<file path="config.mk">
export PLATFORM = sky130hd
export DESIGN_NAME = skinny_sbox_sched_flat
export DESIGN_NICKNAME = d
export VERILOG_FILES = /design/src/rtl/skinny_sbox_sched_pkg.sv /design/src/rtl/skinny_sbox_sched_if.sv /design/src/rtl/skinny_sbox_sched_vld_pipe.sv /design/src/rtl/skinny_sbox_sched.sv /design/src/flat_wrapper.sv
export SDC_FILE = /design/constraint.sdc
export NUM_CORES = 1
export LEC_CHECK = 0
export CORE_MARGIN = 8
export CORE_UTILIZATION = 56
export DETAILED_ROUTE_END_ITERATION = 16
export PLACE_DENSITY = 0.81
export SYNTH_ARGS = -nofsm -noshare
export SYNTH_HDL_FRONTEND = slang
export SYNTH_HIERARCHICAL = 1
export SYNTH_SLANG_ARGS = --single-unit
</file>
<file path="constraint.sdc">
create_clock -name clk -period 3.5 [get_ports clk]
set_input_delay 0.875 -clock clk [delete_from_list [all_inputs] [get_ports clk]]
set_output_delay 0.875 -clock clk [all_outputs]
set_load 0.01 [all_outputs]
</file>
<file path="src/rtl/skinny_sbox_sched_pkg.sv">
// skinny_sched_pkg
//   Shared definitions for the masked SKINNY-64 S-box sequencer:
//   - sched_state_e : sequencer states IDLE / FEED / DRAIN / FIN
//   - DEF_CELLS     : default number of 4-bit cells per round (16)
//   - DEF_SBOX_LAT  : default register depth of the masked S-box (4)
package skinny_sched_pkg;

  typedef enum logic [1:0] {
    S_IDLE  = 2'd0,
    S_FEED  = 2'd1,
    S_DRAIN = 2'd2,
    S_FIN   = 2'd3
  } sched_state_e;

  localparam int DEF_CELLS    = 16;
  localparam int DEF_SBOX_LAT = 4;

endpackage

</file>
<file path="src/rtl/skinny_sbox_sched_if.sv">
// skinny_sbox_sched_if
//   Bundle between the round controller / state memory and the S-box
//   sequencer.
//   start  : request one S-box pass over all cells (controller -> sequencer)
//   busy   : pass in progress
//   done   : one-cycle pulse after the last write-back
//   rd_idx : cell whose three shares feed the S-box this cycle
//   sb_vld : rd_idx valid, a cell enters the pipeline
//   sb_en  : per-stage S-box register enables
//   wr_en  : S-box output shares written back this cycle
//   wr_idx : destination cell of the write-back
//   Modport master = controller side, slave = sequencer side.
interface skinny_sbox_sched_if
  import skinny_sched_pkg::*;
#(
  parameter int CELLS    = DEF_CELLS,
  parameter int SBOX_LAT = DEF_SBOX_LAT,
  parameter int IDXW     = $clog2(CELLS)
);

  logic                start;
  logic                busy;
  logic                done;
  logic [IDXW-1:0]     rd_idx;
  logic                sb_vld;
  logic [SBOX_LAT-1:0] sb_en;
  logic                wr_en;
  logic [IDXW-1:0]     wr_idx;

  modport master (
    output start,
    input  busy, done, rd_idx, sb_vld, sb_en, wr_en, wr_idx
  );

  modport slave (
    input  start,
    output busy, done, rd_idx, sb_vld, sb_en, wr_en, wr_idx
  );

endinterface

</file>
<file path="src/rtl/skinny_sbox_sched_vld_pipe.sv">
// sched_vld_pipe
//   {valid, index} delay line shadowing the masked S-box pipeline. Entry 0
//   loads the cell being issued; the last entry marks the cell leaving the
//   S-box and drives the write-back strobe/index.
//   clk, rst_n : clock, asynchronous active-low reset
//   hold       : freeze every entry and suppress all enables/strobes
//   in_vld     : cell enters the S-box this cycle
//   in_idx     : index of that cell
//   sb_en      : stage enables; a stage is clocked only when a live cell
//                moves into it
//   wr_en      : write-back strobe
//   wr_idx     : write-back cell index
//   drained    : no live cell other than (possibly) the one in the last
//                entry, i.e. the line is empty after this cycle's write-back
module sched_vld_pipe #(
  parameter int LAT  = 4,
  parameter int IDXW = 4
) (
  input  logic            clk,
  input  logic            rst_n,
  input  logic            hold,
  input  logic            in_vld,
  input  logic [IDXW-1:0] in_idx,
  output logic [LAT-1:0]  sb_en,
  output logic            wr_en,
  output logic [IDXW-1:0] wr_idx,
  output logic            drained
);

  logic [LAT-1:0] vld_vec;

  genvar gi;
  generate
    for (gi = 0; gi < LAT; gi++) begin : g_stage
      logic            vld_src;
      logic [IDXW-1:0] idx_src;
      logic            vld_reg;
      logic [IDXW-1:0] idx_reg;

      if (gi == 0) begin : g_head
        assign vld_src = in_vld;
        assign idx_src = in_idx;
      end else begin : g_body
        assign vld_src = g_stage[gi-1].vld_reg;
        assign idx_src = g_stage[gi-1].idx_reg;
      end

      always_ff @(posedge clk or negedge rst_n) begin
        if (!rst_n) begin
          vld_reg <= 1'b0;
          idx_reg <= '0;
        end else if (!hold) begin
          vld_reg <= vld_src;
          idx_reg <= idx_src;
        end
      end

      // Stage gi captures whatever sits in front of it; gating on the source
      // valid keeps stale shares from ever being re-clocked.
      assign sb_en[gi]   = vld_src & ~hold;
      assign vld_vec[gi] = vld_reg;
    end

    if (LAT == 1) begin : g_drain_one
      assign drained = 1'b1;
    end else begin : g_drain_many
      assign drained = ~|vld_vec[LAT-2:0];
    end
  endgenerate

  assign wr_en  = vld_vec[LAT-1] & ~hold;
  assign wr_idx = g_stage[LAT-1].idx_reg;

endmodule

</file>
<file path="src/rtl/skinny_sbox_sched.sv">
// skinny_sbox_sched
//   Sequencer for the shared three-share masked SKINNY-64 S-box. On start it
//   issues cells 0..CELLS-1 back to back, gates each S-box register stage so
//   only live cells are clocked, issues the write-back for each result and
//   pulses done once the pipeline has emptied.
//   clk    : clock, rising edge
//   rst_n  : asynchronous active-low reset
//   pause  : (only with SKINNY_SCHED_PAUSE_EN) freeze the whole block
//   sif    : slave side of skinny_sbox_sched_if (start, busy, done, rd_idx,
//            sb_vld, sb_en, wr_en, wr_idx)
//   Optional feature macro: SKINNY_SCHED_PAUSE_EN
module skinny_sbox_sched
  import skinny_sched_pkg::*;
#(
  parameter int CELLS    = DEF_CELLS,
  parameter int SBOX_LAT = DEF_SBOX_LAT,
  parameter int IDXW     = $clog2(CELLS)
) (
  input  logic                clk,
  input  logic                rst_n,
`ifdef SKINNY_SCHED_PAUSE_EN
  input  logic                pause,
`endif
  skinny_sbox_sched_if.slave  sif
);

  localparam logic [1:0] IDLE  = S_IDLE;
  localparam logic [1:0] FEED  = S_FEED;
  localparam logic [1:0] DRAIN = S_DRAIN;
  localparam logic [1:0] FIN   = S_FIN;

  localparam logic [IDXW-1:0] LAST_CELL = IDXW'(CELLS - 1);

  logic            stall;
  logic [1:0]      state_reg, state_next;
  logic [IDXW-1:0] cnt_reg, cnt_next;
  logic            feed;
  logic            issue;
  logic [IDXW-1:0] issue_idx;
  logic            drained;

`ifdef SKINNY_SCHED_PAUSE_EN
  assign stall = pause;
`else
  assign stall = 1'b0;
`endif

  always_comb begin
    state_next = state_reg;
    cnt_next   = cnt_reg;
    if (!stall) begin
      case (state_reg)
        IDLE: begin
          if (sif.start) begin
            state_next = FEED;
            cnt_next   = '0;
          end
        end
        FEED: begin
          // The counter never wraps; issuing the last cell ends the feed.
          if (cnt_reg == LAST_CELL) begin
            state_next = DRAIN;
            cnt_next   = '0;
          end else begin
            cnt_next = cnt_reg + IDXW'(1);
          end
        end
        DRAIN: begin
          if (drained) begin
            state_next = FIN;
          end
        end
        FIN: begin
          state_next = IDLE;
        end
        default: begin
          state_next = IDLE;
        end
      endcase
    end
  end

  always_ff @(posedge clk or negedge rst_n) begin
    if (!rst_n) begin
      state_reg <= IDLE;
      cnt_reg   <= '0;
    end else begin
      state_reg <= state_next;
      cnt_reg   <= cnt_next;
    end
  end

  assign feed      = (state_reg == FEED);
  assign issue     = feed & ~stall;
  // During a stall the counter is frozen, so rd_idx holds its value.
  assign issue_idx = feed ? cnt_reg : '0;

  sched_vld_pipe #(
    .LAT  (SBOX_LAT),
    .IDXW (IDXW)
  ) u_vld_pipe (
    .clk     (clk),
    .rst_n   (rst_n),
    .hold    (stall),
    .in_vld  (issue),
    .in_idx  (issue_idx),
    .sb_en   (sif.sb_en),
    .wr_en   (sif.wr_en),
    .wr_idx  (sif.wr_idx),
    .drained (drained)
  );

  assign sif.rd_idx = issue_idx;
  assign sif.sb_vld = issue;
  assign sif.busy   = feed | (state_reg == DRAIN);
  assign sif.done   = (state_reg == FIN);

endmodule

</file>
<file path="src/flat_wrapper.sv">
// flat-port wrapper written by rule: the top's interface ports become plain ports
module skinny_sbox_sched_flat import skinny_sched_pkg::*;
#(
  parameter int CELLS    = DEF_CELLS,
  parameter int SBOX_LAT = DEF_SBOX_LAT,
  parameter int IDXW     = $clog2(CELLS)
)
  (clk, rst_n, sif_start, sif_busy, sif_done, sif_rd_idx, sif_sb_vld, sif_sb_en, sif_wr_en, sif_wr_idx);
  skinny_sbox_sched_if #(.CELLS(CELLS), .SBOX_LAT(SBOX_LAT), .IDXW(IDXW)) sif_i ();
  input  logic clk;
  input  logic rst_n;
  input wire logic [$bits(sif_i.start)-1:0] sif_start;
  output wire logic [$bits(sif_i.busy)-1:0] sif_busy;
  output wire logic [$bits(sif_i.done)-1:0] sif_done;
  output wire logic [$bits(sif_i.rd_idx)-1:0] sif_rd_idx;
  output wire logic [$bits(sif_i.sb_vld)-1:0] sif_sb_vld;
  output wire logic [$bits(sif_i.sb_en)-1:0] sif_sb_en;
  output wire logic [$bits(sif_i.wr_en)-1:0] sif_wr_en;
  output wire logic [$bits(sif_i.wr_idx)-1:0] sif_wr_idx;
  assign sif_i.start = sif_start;
  assign sif_busy = sif_i.busy;
  assign sif_done = sif_i.done;
  assign sif_rd_idx = sif_i.rd_idx;
  assign sif_sb_vld = sif_i.sb_vld;
  assign sif_sb_en = sif_i.sb_en;
  assign sif_wr_en = sif_i.wr_en;
  assign sif_wr_idx = sif_i.wr_idx;
  skinny_sbox_sched #(.CELLS(CELLS), .SBOX_LAT(SBOX_LAT), .IDXW(IDXW)) u_core (.clk(clk), .rst_n(rst_n), .sif(sif_i));
endmodule
</file>
==> results.cfg, run 1 <==
[status]
status = complete, no violations

[final_layout]
layout.nets = 119
drive_gt1_share_pct = 30.9
area_delta_synth_final_pct = 17.0
largest_reg_flops = 12
diodes = 0
fillers = 175
utilization_pct = 68.6
fin_cells = 138
fin_area_sq_mm = 0.00149

[cts]
clock_latency_ns = 0.32
cts_setup_buffers = 0
cts.reportedPaths.clkPinSlew_ns = 0.13
root_buffer = clkbuf_4
cts_buffers = 3
cts_htree_levels = 1
cts_hold_buf = 0
clkSinkCount = 26
cts_tree = built
cts_resized = 0
clock_tree.buffer_depth = 2

[logic_synthesis]
ys_ff_latch = 26
syn_avg_cell_area_sq_um = 14.1
yosys.area.top_type = dfrtp_1
synth_mux_area_share_pct = 23.3
seq_area_frac_synth_pct = 51.2
yosysWarnings = 6
synth_area_sq_mm = 0.00127
synthSimpleGateAreaFrac_pct = 7.68
synth-compound-area-share_pct = 7.78
synth_top_family_by_area = multiplexers
synth-adder-area-share_pct = 4.92
syn-num-nets = 98
synth_xor_area_share_pct = 0
synth_area_leaders = dfrtp_1, mux2_4, ha_1
ys_types = 26
synth_top_area_share_pct = 51.2
syn_inst = 90

[power]
p_leak_nw = 0.713
finalPower_uw = 974
vdd.ir_drop.worst_mv = 0.499
cellPowerDensity_mw_per_mm2 = 655

[routing]
post_drt_wl_per_cell_microns = 14.7
route.vias.total = 738
drt_iter0_drc = 9
antenna_left = 0
drc = 0
drt_first_pass_iters = 4
routed_wl_microns = 2020
viasPerCell = 5.35

[placement]
dpl-instance-area_sq_mm = 0.00145
port_buffers = 18
dp.cells = 134
gp_congestion = 0.759
place_hpwl_microns = 1430

[global_route]
grt_pass1_vias = 816
antenna_found_initial = 0
grtUsageTotal_pct = 10.8
grt_pass1_wl_microns = 3580
grt_max_degree = 27
grt-ovfl-total = 0

[floorplan]
die_x_microns = 63.6
initial_core_util_pct = 58.6
die_y_microns = 63.6
fp-row-count = 17
io_pins = 19
core_area_sq_mm = 0.00217
die_area_sq_mm = 0.00405

[worst_setup_path]
crit_path_end_kind = primary output
ff2ff_setup_slack_ns = 1.81
cp-start-kind = flop
worstPathArrival_ns = 1.99
max_stage_delay_ns = 0.55
required_ns = 2.62
slowest_stage = clkdlybuf4s50_1
cp_cell_sequence = inv_1 > ha_1 > inv_2 > nor2_1 > clkdlybuf4s50_1
worstRegToRegCells = 6
cp_max_fo = 11
worstSetupPathType = flop to primary output
cp_num_buf_inv = 3
rr_startpoint = u_core/state_reg[1]
critical-path-top-delay-family = buffers and inverters
worstReg2RegEnd = u_core/state_reg[1]

[worst_hold_path]
hold_class = flop to flop
min_from = u_core/u_vld_pipe/g_stage[2].idx_reg[0]
whs_endpoint = u_core/u_vld_pipe/wr_idx[0]
hold_depth = 1

[sta]
grt_setup_unrepaired = no
report.final.slew_viol_count = 0
skew_ns = 0.00653
tns_ns = 0
fin_crit_sh_pct = 81.9
period_minus_slack_ns = 2.87
setup_viol = 0
fmax_mhz = 349
finalHoldViolCount = 0

[flow_run]
cap_violations = 0
[cell type report]
class | count | area (sq um) | share of cell area, %
clock buffers | 4 | 36.3 | 2.44
multi-input cells | 56 | 559 | 37.6
flip-flops and latches | 26 | 651 | 43.7
inverters | 5 | 18.8 | 1.26
repair buffers | 19 | 188 | 12.6
well taps | 28 | 35.0 | 2.35
[stage by stage]
step                      setup WS (ns)  hold slack, ns
after global placement             1.03           0.485
after global routing              0.443           0.549
final                             0.633           0.524
after detailed placement          0.969           0.497
after CTS                         0.595           0.525
after floorplan                    1.50           0.475
[worst max path at each step]
stage | startpoint | endpoint | slack (ns) | cells after the start
5_1_grt | u_core/state_reg[1] | sif_rd_idx[2] | 0.44 | 5
3_3_place_gp | u_core/state_reg[1] | sif_rd_idx[2] | 1.03 | 5
3_5_place_dp | u_core/state_reg[1] | sif_rd_idx[2] | 0.97 | 5
2_1_floorplan | u_core/state_reg[1] | sif_rd_idx[2] | 1.50 | 4
6_report | u_core/state_reg[1] | sif_rd_idx[2] | 0.63 | 5
4_1_cts | u_core/state_reg[1] | sif_rd_idx[2] | 0.59 | 5
[power by group]
group	leakage, nW	switching (mW)	total (mW)	internal (mW)
registers	0.353	0.0550	0.417	0.362
clock network	0.0210	0.0824	0.146	0.0636
logic	0.339	0.179	0.411	0.232
[cell usage after synthesis]
library cell and instances:
dfrtp_1 26, mux2_4 16, ha_1 5, mux2_2 5, nor2b_1 5, inv_1 4, and2_2 3, o21ai_0 3
buf_6 2, nand2_1 2, nand2b_1 2, nor2_1 2, o21ai_1 2, a21oi_1 1, a22o_1 1, a31oi_4 1
a32o_1 1, buf_12 1, conb_1 1, inv_2 1, nand3_1 1, nor2_2 1, nor3_1 1, o21ai_2 1
o32a_2 1, o41ai_1 1
[per-layer routing]
layer / vias up / GRT usage, % / wire (microns)
li1: 355 / - / -
met1: 365 / 10.8 / 894
met2: 16 / 18.4 / 964
met3: 2 / 4.77 / 138
met4: 0 / 6.13 / 23
met5: - / 0 / 0
[layout by cell type (no fill, tap or decap), types with 3 or more instances in the layout]
master            n
clkbuf_4          3
inv_1             4
nor2b_1           5
mux2_2            5
ha_1              5
clkdlybuf4s50_1  18
dfrtp_1          26
and2_2            3
o21ai_0           3
mux2_4           16
[logic make-up after synthesis]
| logic type | after synthesis |
|---|---|
| AOI/OAI and AO/OA | 12 |
| DFF | 26 |
| other | 1 |
| muxes | 21 |
| adders and majority gates | 5 |
| buffers and inverters | 8 |
| and+or+nand+nor | 17 |
Note: power is estimated with default switching activity, not from simulation.
==> run 2, diff against run 1 <==
--- a/config.mk
+++ b/config.mk
@@ -5,10 +5,11 @@
 export SDC_FILE = /design/constraint.sdc
 export NUM_CORES = 1
 export LEC_CHECK = 0
+export CORE_ASPECT_RATIO = 0.5
 export CORE_MARGIN = 8
-export CORE_UTILIZATION = 56
+export CORE_UTILIZATION = 47
 export DETAILED_ROUTE_END_ITERATION = 16
-export PLACE_DENSITY = 0.81
+export PLACE_DENSITY = 0.73
 export SYNTH_ARGS = -nofsm -noshare
 export SYNTH_HDL_FRONTEND = slang
 export SYNTH_HIERARCHICAL = 1
==> constraint.sdc (replaced) <==
create_clock -name clk -period 2.3 [get_ports clk]
set_input_delay 0.575 -clock clk [delete_from_list [all_inputs] [get_ports clk]]
set_output_delay 0.575 -clock clk [all_outputs]
set_load 0.01 [all_outputs]
==> run 2 against run 1 <==
  * Register-to-register slack worse by 1.1 ns
  * Total power up 71%
  * Core utilization down 8.4 points
  * Sequential share of layout area down 1.9 points
  * Flip-flop and latch count unchanged
  * Combinational power up 58%
  * Clock skew down 0.0037 ns
  * Setup slack worse by 0.55 ns
  * Die area up 17%
  * Critical path depth down 1
==> results.cfg, run 2 (synthesis results as in run 1) <==
[power]
p_int_mw = 1.16
vdd.ir_drop.worst_mv = 0.756
finalPower_mw = 1.67
power_frac_clock_pct = 22.5
cellPowerDensity_mw_per_mm2 = 1070
p_comb_share_pct = 39.0
p_seq_share_pct = 38.5
p_leak_nw = 0.753
swShare_pct = 30.6
p_switching_uw = 511

[worst_hold_path]
min_from = u_core/u_vld_pipe/g_stage[1].idx_reg[3]
whs_endpoint = u_core/u_vld_pipe/g_stage[2].idx_reg[3]
hold_depth = 1
hold_class = flop to flop

[routing]
drt_first_pass_iters = 4
route.vias.total = 726
antenna_left = 0
drt_iter0_drc = 37
drc = 0
post_drt_wl_per_cell_microns = 13.5
routed_wl_microns = 2000
viasPerCell = 4.91

[worst_setup_path]
rr_startpoint = u_core/state_reg[0]
slowest_stage = clkdlybuf4s50_1
crit_path_end_kind = primary output
required_ns = 1.73
cp_max_fo = 8
cp_cell_sequence = inv_2 > ha_4 > and2_2 > clkdlybuf4s50_1
worstReg2RegEnd = u_core/cnt_reg[2]
worstSetupPathType = flop to primary output
worstPathArrival_ns = 1.64
critical-path-top-delay-family = buffers and inverters
cp_num_buf_inv = 2
max_stage_delay_ns = 0.53
ff2ff_setup_slack_ns = 0.74
cp-start-kind = flop
worstRegToRegCells = 6

[placement]
dp.cells = 144
gp_congestion = 0.715
place_hpwl_microns = 1370
port_buffers = 18
dpl-instance-area_sq_mm = 0.00147

[sta]
skew_ns = 0.00279
fin_crit_sh_pct = 96.3
period_minus_slack_ns = 2.22
setup_viol = 0
finalHoldViolCount = 0
grt_setup_unrepaired = no
report.final.slew_viol_count = 0
tns_ns = 0
fmax_mhz = 451

[final_layout]
largest_reg_flops = 12
diodes = 0
drive_gt1_share_pct = 34.2
final_common_cell = dfrtp_1
fin_area_sq_mm = 0.00156
layout_common_cells = dfrtp_1, clkdlybuf4s50_1, mux2_4, nor2b_1, mux2_2
layout.nets = 120
utilization_pct = 60.2
fin_cells = 148
area_delta_synth_final_pct = 22.4

[global_route]
grt_pass1_vias = 704
grtUsageTotal_pct = 9.59
use_met1_pct = 11.3
grt_max_degree = 27
grt_use_met3_pct = 4.06
grt_pass1_wl_microns = 3360
grt-ovfl-total = 0
antenna_found_initial = 0
gr-max-usage-layer = met2
grt_use_met2_pct = 15.4

[cts]
root_buffer = clkbuf_8
clkSinkCount = 26
cts.reportedPaths.clkPinSlew_ns = 0.09
cts_htree_levels = 1
cts_buffers = 3
clock_latency_ns = 0.27
cts_tree = built
cts_hold_buf = 0
clock_tree.buffer_depth = 2

[floorplan]
core_area_sq_mm = 0.00259
die_y_microns = 52.8
fp-row-count = 13
io_pins = 19
die_x_microns = 89.6
initial_core_util_pct = 49.2
die_area_sq_mm = 0.00473

[flow_run]
cap_violations = 0

[status]
status = complete, no violations
-- run 2: worst max-delay path by stage --
stage,start,end,slack (ns),cells past startpoint
2_1_floorplan,u_core/state_reg[1],sif_rd_idx[2],0.60,4
3_3_place_gp,u_core/state_reg[1],sif_rd_idx[2],0.23,5
3_5_place_dp,u_core/state_reg[1],sif_rd_idx[2],0.17,5
4_1_cts,u_core/state_reg[1],sif_sb_en[0],0.02,4
5_1_grt,u_core/state_reg[1],sif_rd_idx[0],0.002,4
6_report,u_core/state_reg[1],sif_rd_idx[3],0.08,4
-- run 2: repair_timing --
item / 4_1_cts / 5_1_grt
endpoints found under the setup margin: 5 / 5
setup buffers: 0 / 0
pin swaps: 0 / 0
resized for setup: 3 / 3
-- run 2: cell type report --
type | count | area [sq um]
fillers | 215 | 1030
flip-flops and latches | 26 | 652
multi-input cells | 56 | 572
repair buffers | 20 | 196
well taps | 37 | 46.3
clock buffers | 3 | 41.3
clock inverters | 1 | 30.0
inverters | 5 | 18.8
-- run 2: per-layer routing --
metal,part of all wire [%],vias to the layer above
met3,5.4,5
met1,47,352
met4,1.0,0
li1,-,356
met5,0,-
met2,47,13
-- run 2: worst register-to-register path: cells and delay by family (launching register included) --
family          cells  cell delay [ns]
compound gates      3             0.53
flops               1             0.42
fa+ha+maj           1             0.24
simple gates        1             0.15
buf+inv             1             0.08
-- run 2: power by group through the flow --
| stage | clock (mW) | combinational, mW | sequential [mW] |
|---|---|---|---|
| 6_report | 0.375 | 0.651 | 0.643 |
| 2_1_floorplan | 0 | 0.426 | 0.624 |
| 4_1_cts | 0.389 | 0.659 | 0.639 |
| 3_3_place_gp | 0 | 0.627 | 0.638 |
| 3_5_place_dp | 0 | 0.635 | 0.643 |
| 5_1_grt | 0.408 | 0.716 | 0.660 |
-- run 2: stage by stage --
step	hold WS, ns	worst slack, ns
3_3_place_gp	0.490	0.227
2_1_floorplan	0.279	0.601
4_1_cts	0.515	0.0203
6_report	0.510	0.0846
3_5_place_dp	0.493	0.175
5_1_grt	0.525	0.00169
==> run 3, diff against run 2 <==
==> constraint.sdc (replaced) <==
create_clock -name clk -period 2.3 [get_ports clk]
set_input_delay 0.575 -clock clk [delete_from_list [all_inputs] [get_ports clk]]
set_output_delay 0.575 -clock clk [all_outputs]
set_load 0.1 [all_outputs]
==> run 3 against run 2 <==
  * Critical path depth up 1
  * Via count fell by 1.7%
  * Combinational power increased by 95%
==> results.cfg, run 3 (synthesis results as in run 1) <==
[worst_setup_path]
cp_cell_sequence = inv_1 > ha_4 > inv_2 > nor2_4 > buf_12
cp_max_fo = 11
slowest_stage = dfrtp_1
critical-path-top-delay-family = flip-flops
crit_path_end_kind = primary output
ff2ff_setup_slack_ns = 0.69
max_stage_delay_ns = 0.43
cp_num_cells = 5
required_ns = 1.73
worstPathArrival_ns = 1.46
worstSetupPathType = flop to primary output
cp-start-kind = flop
worstRegToRegCells = 6
cp_num_buf_inv = 3

[global_route]
grt_pass1_vias = 674
grtUsageTotal_pct = 9.46
grt-ovfl-total = 0
grt_max_degree = 27
grt_pass1_wl_microns = 3420
antenna_found_initial = 0

[routing]
drc = 0
drt_iter0_drc = 27
post_drt_wl_per_cell_microns = 13.8
antenna_left = 0
drt_first_pass_iters = 4
viasPerCell = 4.86
route.vias.total = 714
routed_wl_microns = 2030

[cts]
cts_tree = built
clock_latency_ns = 0.27
cts_htree_levels = 1
cts_setup_buffers = 0
root_buffer = clkbuf_8
cts.reportedPaths.clkPinSlew_ns = 0.09
clock_tree.buffer_depth = 2
cts_resized = 0
clkSinkCount = 26
cts_buffers = 3
cts_hold_buf = 0

[worst_hold_path]
hold_depth = 1
hold_class = flop to flop

[sta]
finalHoldViolCount = 0
fin_crit_sh_pct = 88.7
fmax_mhz = 490
setup_viol = 0
skew_ns = 0.00329
report.final.slew_viol_count = 0
hold_ws_ns = 0.507
grt_setup_unrepaired = no
tns_ns = 0
period_minus_slack_ns = 2.04

[power]
p_leak_nw = 0.784
vdd.ir_drop.worst_mv = 1.32
cellPowerDensity_mw_per_mm2 = 1410

[floorplan]
initial_core_util_pct = 49.2
core_area_sq_mm = 0.00259
fp-row-count = 13
die_x_microns = 89.6
io_pins = 19
die_y_microns = 52.8
die_area_sq_mm = 0.00473

[final_layout]
largest_reg_flops = 12
diodes = 0
layout.nets = 119
area_delta_synth_final_pct = 27.6
layout_common_cells = dfrtp_1, mux2_4, buf_4, buf_12, mux2_2
drive_gt1_share_pct = 48.2
final_common_cell = dfrtp_1

[placement]
gp_congestion = 0.767
port_buffers = 18
place_hpwl_microns = 1460

[flow_run]
cap_violations = 0

[status]
status = complete, no violations
## run 3: cell types whose count changed in the layout (fill, tap and decap cells not counted), sizes merged
cell	before	now
dlymetal6s2s	1	0
clkdlybuf4s50	16	2
dlygate4sd2	1	0
buf	2	17
## run 3: layout make-up
| type | instances | area, sq um |
|---|---|---|
| Fill cell | 206 | 965 |
| Inverter | 5 | 18.8 |
| Tap cell | 37 | 46.3 |
| Clock buffer | 3 | 41.3 |
| Timing Repair Buffer | 19 | 248 |
| Multi-Input combinational cell | 56 | 587 |
| Sequential cell | 26 | 651 |
| Clock inverter | 1 | 30.0 |
## run 3: stage by stage
stage	total power [mW]	utilization (%)	std cells	instance area, sq um	worst slack (ns)
6_report	2.28	62.7	147	1620	0.261
5_1_grt	2.38	62.7	147	1620	0.182
4_1_cts	2.31	62.7	147	1620	0.248
3_5_place_dp	1.93	59.9	143	1550	0.429
3_3_place_gp	1.90	59.9	143	1550	0.475
2_1_floorplan	1.59	-	90	1300	0.0109
## run 3: worst reg2reg max path, cell delays in order (launching register included)
cell and delay [ns]:
dfrtp_1 0.45, inv_1 0.09, ha_1 0.24, nand2b_1 0.16, o21ai_2 0.12, o41ai_1 0.34
a22o_1 0.17
## run 3: routing by layer
metal	GRT usage, %	share of wire (%)	vias to the layer above
met3	3.44	4.5	2
met2	13.6	47	11
li1	-	-	348
met5	0	0	-
met1	12.5	48	353
met4	4.09	0.94	0
## run 3: final timing paths
kind | startpoint | endpoint
setup / recovery | u_core/state_reg[1] | sif_rd_idx[2]
hold / removal | u_core/u_vld_pipe/g_stage[2].idx_reg[3] | u_core/u_vld_pipe/wr_idx[3]
setup reg to reg | u_core/state_reg[0] | u_core/cnt_reg[3]
hold reg to reg | u_core/u_vld_pipe/g_stage[2].idx_reg[3] | u_core/u_vld_pipe/wr_idx[3]
max in group asynchronous | rst_n | u_core/u_vld_pipe/g_stage[2].idx_reg[2]
min in group asynchronous | rst_n | u_core/u_vld_pipe/g_stage[1].vld_reg
## run 3: where the power goes
part           switching, mW  internal (mW)
Combinational          0.799          0.469
Clock                  0.143          0.233
Sequential            0.0883          0.552
